$ cat config.mk
export PLATFORM = sky130hd
export DESIGN_NAME = tbu_window
export DESIGN_NICKNAME = d
export VERILOG_FILES = /design/src/rtl/tbu_pkg.sv /design/src/rtl/tbu_dec_mem.sv /design/src/rtl/tbu_window.sv
export SDC_FILE = /design/constraint.sdc
export NUM_CORES = 1
export LEC_CHECK = 0
export BUFFER_PORTS_ARGS = -buffer_cell sky130_fd_sc_hd__clkbuf_2
export CAP_MARGIN = 5
export CORE_ASPECT_RATIO = 1.2
export CORE_UTILIZATION = 53
export DETAILED_ROUTE_END_ITERATION = 8
export PLACE_DENSITY = 0.72
export SLEW_MARGIN = 20
export SYNTH_ARGS = -nofsm -noshare
export SYNTH_HDL_FRONTEND = slang
export SYNTH_SLANG_ARGS = --single-unit
$ cat constraint.sdc
create_clock -name clk -period 2.2 [get_ports clk]
set_input_delay 0.22 -clock clk [delete_from_list [all_inputs] [get_ports clk]]
set_output_delay 0.22 -clock clk [all_outputs]
set_load 0.01 [all_outputs]
$ cat src/rtl/tbu_pkg.sv
// rtl/tbu_pkg.sv - shared types and helpers for the traceback window decoder
//
// Contents:
//   tbu_state_t  - window controller states (fill, trace, emit)
//   START_ZERO / START_BEST - START_MODE encodings
//   ptr_width()  - clog2-based width for pointers and counters (minimum 1 bit)
package tbu_pkg;

    typedef enum logic [1:0] {
        ST_FILL  = 2'd0,
        ST_TRACE = 2'd1,
        ST_EMIT  = 2'd2
    } tbu_state_t;

    localparam int START_ZERO = 0;
    localparam int START_BEST = 1;

    // Bits needed to hold values 0..n-1, never less than one bit.
    function automatic int ptr_width(input int n);
        return (n <= 2) ? 1 : $clog2(n);
    endfunction

endpackage

$ cat src/rtl/tbu_dec_mem.sv
// rtl/tbu_dec_mem.sv - survivor decision buffer, one sync write port, one async read port
//
// Ports:
//   clk    - write clock
//   we     - write enable
//   waddr  - write address
//   wdata  - decision vector to store
//   raddr  - read address
//   rdata  - decision vector at raddr (combinational)
module tbu_dec_mem #(
    parameter int DEPTH = 32,
    parameter int WIDTH = 8,
    parameter int AW    = 5
) (
    input  logic             clk,
    input  logic             we,
    input  logic [AW-1:0]    waddr,
    input  logic [WIDTH-1:0] wdata,
    input  logic [AW-1:0]    raddr,
    output logic [WIDTH-1:0] rdata
);

    // No reset: stale contents are never read before being rewritten,
    // because a fresh window always refills every entry it traces through.
    logic [WIDTH-1:0] mem [DEPTH];

    always_ff @(posedge clk) begin
        if (we) begin
            mem[waddr] <= wdata;
        end
    end

    assign rdata = mem[raddr];

endmodule

$ cat src/rtl/tbu_window.sv
// rtl/tbu_window.sv - windowed Viterbi traceback unit with overlap
//
// Ports:
//   clk, rst              - clock, asynchronous active-high reset
//   dec_valid/dec_ready   - decision vector handshake (ready only while filling)
//   dec_vec               - one survivor decision bit per trellis state
//   best_state            - best-metric state, latched with the window's last vector
//   out_valid/out_ready   - decoded bit handshake
//   out_bit               - decoded bit, oldest first
//   out_last              - marks the final bit of each window
module tbu_window
    import tbu_pkg::*;
#(
    parameter int K          = 4,
    parameter int TB_LEN     = 16,
    parameter int DEC_LEN    = 16,
    parameter int START_MODE = 0
) (
    input  logic                  clk,
    input  logic                  rst,
    input  logic                  dec_valid,
    output logic                  dec_ready,
    input  logic [(1<<(K-1))-1:0] dec_vec,
    input  logic [K-2:0]          best_state,
    output logic                  out_valid,
    input  logic                  out_ready,
    output logic                  out_bit,
    output logic                  out_last
);

    localparam int NS    = 1 << (K - 1);
    localparam int SW    = K - 1;
    localparam int FRAME = TB_LEN + DEC_LEN;
    localparam int PW    = ptr_width(FRAME);
    localparam int CW    = ptr_width(FRAME + 1);
    localparam int IW    = ptr_width(DEC_LEN);

    tbu_state_t        state, state_nxt;
    logic [PW-1:0]     wptr, rptr, step;
    logic [CW-1:0]     count;
    logic [SW-1:0]     trace_s;
    logic [NS-1:0]     rd_vec;
    logic [DEC_LEN-1:0] obuf;
    logic [IW-1:0]     oidx, oidx_nx, wr_idx;
    logic              accept, fill_done, trace_done, emit_done;

    tbu_dec_mem #(
        .DEPTH (FRAME),
        .WIDTH (NS),
        .AW    (PW)
    ) u_mem (
        .clk   (clk),
        .we    (accept),
        .waddr (wptr),
        .wdata (dec_vec),
        .raddr (rptr),
        .rdata (rd_vec)
    );

    assign dec_ready  = (state == ST_FILL);
    assign accept     = dec_valid && dec_ready;
    // count reaches FRAME for the first window and after DEC_LEN new vectors
    // for later ones, since the overlap leaves count at TB_LEN.
    assign fill_done  = accept && (count == CW'(FRAME - 1));
    assign trace_done = (step == PW'(FRAME - 1));
    assign emit_done  = out_valid && out_ready && (oidx == IW'(DEC_LEN - 1));
    // Step TB_LEN+j lands at index DEC_LEN-1-j, which is FRAME-1-step.
    assign wr_idx     = IW'(PW'(FRAME - 1) - step);
    assign oidx_nx    = oidx + IW'(1);

    always_ff @(posedge clk or posedge rst) begin
        if (rst) begin
            state <= ST_FILL;
        end else begin
            state <= state_nxt;
        end
    end

    always_comb begin
        state_nxt = state;
        case (state)
            ST_FILL:  if (fill_done)  state_nxt = ST_TRACE;
            ST_TRACE: if (trace_done) state_nxt = ST_EMIT;
            ST_EMIT:  if (emit_done)  state_nxt = ST_FILL;
            default:  state_nxt = ST_FILL;
        endcase
    end

    always_ff @(posedge clk or posedge rst) begin
        if (rst) begin
            wptr      <= '0;
            rptr      <= '0;
            step      <= '0;
            count     <= '0;
            trace_s   <= '0;
            obuf      <= '0;
            oidx      <= '0;
            out_valid <= 1'b0;
            out_bit   <= 1'b0;
            out_last  <= 1'b0;
        end else begin
            case (state)
                ST_FILL: begin
                    if (accept) begin
                        wptr  <= (wptr == PW'(FRAME - 1)) ? '0 : wptr + PW'(1);
                        count <= count + CW'(1);
                        if (fill_done) begin
                            // Trace starts at the vector just written.
                            rptr    <= wptr;
                            step    <= '0;
                            trace_s <= (START_MODE == START_BEST) ? best_state : '0;
                        end
                    end
                end
                ST_TRACE: begin
                    if (step >= PW'(TB_LEN)) begin
                        obuf[wr_idx] <= trace_s[SW-1];
                    end
                    trace_s <= {trace_s[SW-2:0], rd_vec[trace_s]};
                    rptr    <= (rptr == '0) ? PW'(FRAME - 1) : rptr - PW'(1);
                    step    <= step + PW'(1);
                    oidx    <= '0;
                end
                ST_EMIT: begin
                    if (!out_valid) begin
                        // First EMIT cycle presents the oldest bit.
                        out_valid <= 1'b1;
                        out_bit   <= obuf[oidx];
                        out_last  <= (oidx == IW'(DEC_LEN - 1));
                    end else if (out_ready) begin
                        if (emit_done) begin
                            out_valid <= 1'b0;
                            out_last  <= 1'b0;
                            count     <= CW'(TB_LEN);
                        end else begin
                            oidx     <= oidx_nx;
                            out_bit  <= obuf[oidx_nx];
                            out_last <= (oidx_nx == IW'(DEC_LEN - 1));
                        end
                    end
                end
                default: ;
            endcase
        end
    end

endmodule

# Yosys cells after proc, flatten, opt, wreduce, memory -nomap -nowiden
# Memory sizes are Yosys's and may differ from the RTL's.
# Index checks and enable logic that the tools add are counted.
# word_totals
input_bits	15
ram_bits	256
out_inout_bits	4
n_memories	1
register_bits	49
wordCells	102
# classes
reduce_logical	18
eq_ne	16
magnitude_cmp	6
n_addsub	6
muxes	44
# mem_list
memory	depth	width	read_ports	rd_ports_with_merged_regs	write_ports	line_no	rtl
u_mem.mem	32	8	1	0	1	tbu_dec_mem.sv:25	logic [WIDTH-1:0] mem [DEPTH];
# ops
op	count
$mux W5	6
$mux W6	4
$pmux W5 S2	2
$bwmux W16	1
$lt A4 B5 Y1 const B	3
$mux W1	15
$mux W4	3
$ne A2 B2 Y1 const B	6
$pmux W6 S2	1
$add A5 B1 Y5 const B	2
$eq A5 B5 Y1 const B	2
$reduce_and A3 Y1	3
$bmux W1 S4	2
$eq A4 B4 Y1 const B	2
$pmux W4 S2	1
$add A6 B1 Y6 const B	1
$eq A6 B5 Y1 const B	1
$mux W2	3
$mux W3	2
$ne A2 B1 Y1 const B	3
$pmux W2 S3	1
$pmux W3 S2	1
$reduce_and A2 Y1	3
$reduce_bool A2 Y1	3
15 further kinds	19

# Logic depth before layout (Yosys ltp)
# depth
ltp_word	6
mapped_depth	12

# By module
# From an unflattened synthesis, not the netlist that was laid out.
# hier_totals
cells_unflattened	684
area_unflattened_um2	12719.7
# by_module_without_submodules
mod	n_inst	cells_per_inst	area_each_um2	seq_area_each_um2
tbu_dec_mem	1	409	9893.2	7687.4
tbu_window	1	275	2826.5	1226.2

# Worst setup path before layout
# OpenSTA, ideal clock, no wires.
# synth_timing
path_type	flip-flop to flip-flop
from	register state[1]
to	memory u_mem.mem[13][0], enable pin
setup_slack_ns	-0.289
synth_period_minus_slack_ns	2.489
stages_incl_launch_ff	7
t_arrival_ns	2.105
n_path_buf	2
cell_sequence	dfrtp_1 nor2_1 and2_1 clkbuf_1 clkbuf_1 nand2_1 nor3_1
# synth_between
elab_chain_cells	4
# synth_lines
element	line_no	rtl
start: declaration	tbu_window.sv:38	tbu_state_t state, state_nxt;
start signal: assignment	tbu_window.sv:75	state <= state_nxt;
$logic_not A2 Y1	tbu_window.sv:60	assign dec_ready = (state == ST_FILL);
named net dec_ready	tbu_window.sv:22	output logic dec_ready,
$logic_and A1 B1 Y1	tbu_window.sv:61	assign accept = dec_valid && dec_ready;
$mux W1	tbu_dec_mem.sv:28	if (we) begin
$mux W1 (implied by the code)	tbu_dec_mem.sv:29	mem[waddr] <= wdata;
end: declaration	tbu_dec_mem.sv:25	
# The timed path passes the listed nets, and every way through them passes these cells.

# Worst setup path after layout
# layout_timing
from	register rptr[0]
to	register trace_s[0]
# layout_between
elab_chain_cells	4
# layout_lines
element	line_no	rtl
start: declaration	tbu_window.sv:39	logic [PW-1:0] wptr, rptr, step;
start signal: assignment	tbu_window.sv:109	rptr <= wptr;
start signal: assignment	tbu_window.sv:120	rptr <= (rptr == '0) ? PW'(FRAME - 1) : rptr - PW'(1);
$mem_v2 Z32 W8	--	
$bmux W1 S3	tbu_window.sv:119	trace_s <= {trace_s[SW-2:0], rd_vec[trace_s]};
$mux W1 (implied by the code)	tbu_window.sv:119	
$pmux W3 S2	tbu_window.sv:102	case (state)
end signal: assignment	tbu_window.sv:111	trace_s <= (START_MODE == START_BEST) ? best_state : '0;
end signal: assignment	tbu_window.sv:119	
end: declaration	tbu_window.sv:41	logic [SW-1:0] trace_s;
# No other way between the ends. The select of a mux whose other input is x is not followed.
# A chain may end at the register's enable or synchronous reset.

==> metrics <==
Die Height 171.7 microns; Final Max Tran Viols 0; CP Capture Type flop; Port Buffers 15; Ys Warns 0; later-pin clock latency in the skew report 0.54 ns; Setup Skew 0.006635 ns; starting density of the core 54.46%; crit path max fanout 17; worst slew pin tran 0.7574 ns; combinational power share 29.4%; vias in the first global route 7,436; drt pass-1 iters 8; Rows 61; initial antenna violation count 0; largest net degree at the start of global routing 34; post-route insts no fill 1,191; period utilization 108.2%; Netlist cell types 51; Routability Congestion 0.8548; clock group share of total power 29.6%; post-layout net count 881; overall routing resource usage 22.71%; WP data required 2.64 ns; Pwr per Cell Area 1190 mW/mm^2; dpl cell area 0.01365 sq mm; Seq/Total Area, Yosys 70.08%; clock root cell clkbuf_16; Internal Power 12.32 mW; global-route wire length before repair 41.74 mm; syn nets 793; Post-Place Setup Slack -0.2224 ns; antenna-violating nets left 0; Crit Path Class reg -> reg; fillcell total 1,651; Arr. time, crit path 2.83 ns; CTS tree yes; placed cells 1,130; status finished, violations left; area delta synth->final 16.57%; clock sink count 305; register bit total from synthesis 305; DRT Wirelength 27.07 mm; count of final setup violators 1; Final Instance Area 0.01483 sq mm; Main synth FF type edfxtp_1; hold crit path type in -> reg; DP HPWL 17.55 mm; layout cells sized above 1 24.89%; post-route setup slack -0.1812 ns; Worst VDD drop 0.9497 mV; Clock transition at path regs 0.06 ns; htree depth 1; # IOs 19; Avg Inst Size Synth 16.65 sq um; die width 143.4 microns; RSZ-0062 raised after global routing true; Pleak 5.244 nW; vias per cell 6.056; NetSw 5.324 mW; cell area after synthesis 0.01272 sq mm; Yosys top cell by area edfxtp_1; failing checks negative setup slack; Synth area leaders edfxtp_1 60%, dfrtp_1 9.6%, mux4_2 7.6%; headroom to the max-slew limit 49.51%; Net Sw Frac 30.17%; Post-route DRC 0; grt total ovfl 0; die area 0.02462 sq mm; Max Clk Rate 420.0 MHz; Post-Syn Instances 764; DR iter-0 viols 620; CTS max path bufs 3; DR WL/cell 22.73 microns; Yosys top cell area share 60.44%; Post-synth EDFFs 256; post-synthesis async set-or-reset flop share 16.07%; max_cap viols 0; Final Critical Period 2.381 ns; Num CTS Buffers 30; # diodes 0; via count 7,213; Final Hold Fails 0; power share of the sequential group 41.0%; crit path launch type flop; core area 0.02335 sq mm
synthesized netlist by cell type (all sizes together) (11+ instances only):
cell type,count
edfxtp,256
mux2i,59
dfrtp,49
mux4,45
nor2,44
o21ai,33
nand2,28
buf,24
clkbuf,20
nand3,17
a21oi,16
a22oi,16
ha,14
o211ai,14
o31ai,13
inv,11
nor3,11
cells by family after synthesis:
kind of cell / after synthesis / synth area share [%]
adder cells (fa/ha/maj): 14 / 1.377
multiplexers: 112 / 13.38
AND/OR/NAND/NOR: 132 / 4.938
AO/OA/AOI/OAI: 138 / 7.300
XOR/XNOR: 8 / 0.5509
flip-flops: 305 / 70.08
buffers and inverters: 55 / 2.371
timing repair:
action,CTS,global route
hold buffers,1,0
hold endpoints to repair,29,0
endpoints found under the setup margin,1,14
gates resized for setup,4,12
pin swaps,1,6
gates cloned,1,3
buffers inserted,0,0
sequential cells by signal, indices dropped and copies added, names as in the netlist:
| signal | count |
|---|---|
| u_mem.mem | 256 |
| step | 5 |
| out_bit | 1 |
| trace_s | 3 |
| rptr | 5 |
| count | 6 |
| wptr | 5 |
| obuf | 16 |
| state | 2 |
| out_valid | 1 |
| out_last | 1 |
| oidx | 4 |
cell usage in the layout, fill, tap and decap left out, types with 6 or more instances in the layout:
cell         n
o211ai_1    14
mux4_2      43
mux2_2       8
clkbuf_16   33
nor2_1      43
edfxtp_1   256
a22o_1       6
o21ai_0     33
inv_1       10
a21oi_1     16
clkinv_1     8
xor2_1       7
nor3_1       8
o22ai_1      8
buf_12       6
a22oi_1     16
a211oi_1     9
ha_1        14
clkbuf_2    15
o31ai_1     13
mux2i_1     59
o221ai_1     9
buf_4       72
dfrtp_1     46
nand3_1     17
nand2_1     27
power by group through the flow:
stage               sequential, mW  clock, mW  combinational, mW
floorplan                     7.03          0               3.46
global placement              7.25          0               4.78
detailed placement            7.29          0               4.90
CTS                           7.19       5.28               5.02
global route                  7.29       5.52               5.54
finish                        7.24       5.22               5.19
routing by layer:
layer	part of all wire [%]	GRT usage [%]
met1	39	28.44
met2	53	39.49
met3	5.6	3.591
met4	3.0	9.019
met5	0	0
worst max-delay path, cell delays in order, from the launching register on:
cell	delay (ns)
dfrtp_4	0.59
buf_16	0.21
mux2i_1	0.12
a22oi_1	0.21
o211ai_1	0.21
a22o_1	0.26
mux4_2	0.45
o311ai_1	0.23
layout make-up:
cell class / instances / area (sq um) / share of cell area, %
Clock buffer: 34 / 787.0 / 5.308
Timing Repair Buffer: 99 / 862.1 / 5.815
Multi-Input combinational cell: 405 / 3585 / 24.18
Inverter: 11 / 41.29 / 0.2785
Clock inverter: 22 / 234.0 / 1.578
Tap cell: 315 / 394.1 / 2.658
Sequential cell: 305 / 8922 / 60.18
worst paths after layout:
check	endpoint	from	slack (ns)	cells after the start
min in group asynchronous	wptr[2]	rst	0.28	3
max reg2reg	trace_s[0]	rptr[0]	-0.18	7
max in group asynchronous	oidx[0]	rst	1.20	4
max	trace_s[0]	rptr[0]	-0.18	7
min reg2reg	count[4]	count[4]	0.55	2
min	count[4]	out_ready	0.03	3
stage by stage:
| stage | utilization [%] | hold WS, ns | TNS, ns | power, mW |
|---|---|---|---|---|
| after global placement | 58.44 | 0.3156 | -0.1964 | 12.04 |
| after global routing | 63.48 | 0.04910 | -0.2453 | 18.35 |
| after CTS | 63.03 | 0.01728 | -0.1957 | 17.49 |
| after detailed placement | 58.44 | 0.3170 | -0.2224 | 12.19 |
| final | 63.48 | 0.03393 | -0.1812 | 17.65 |
| after floorplan | - | 0.3189 | -13.40 | 10.49 |
Note: power is estimated with default switching activity, not from simulation.
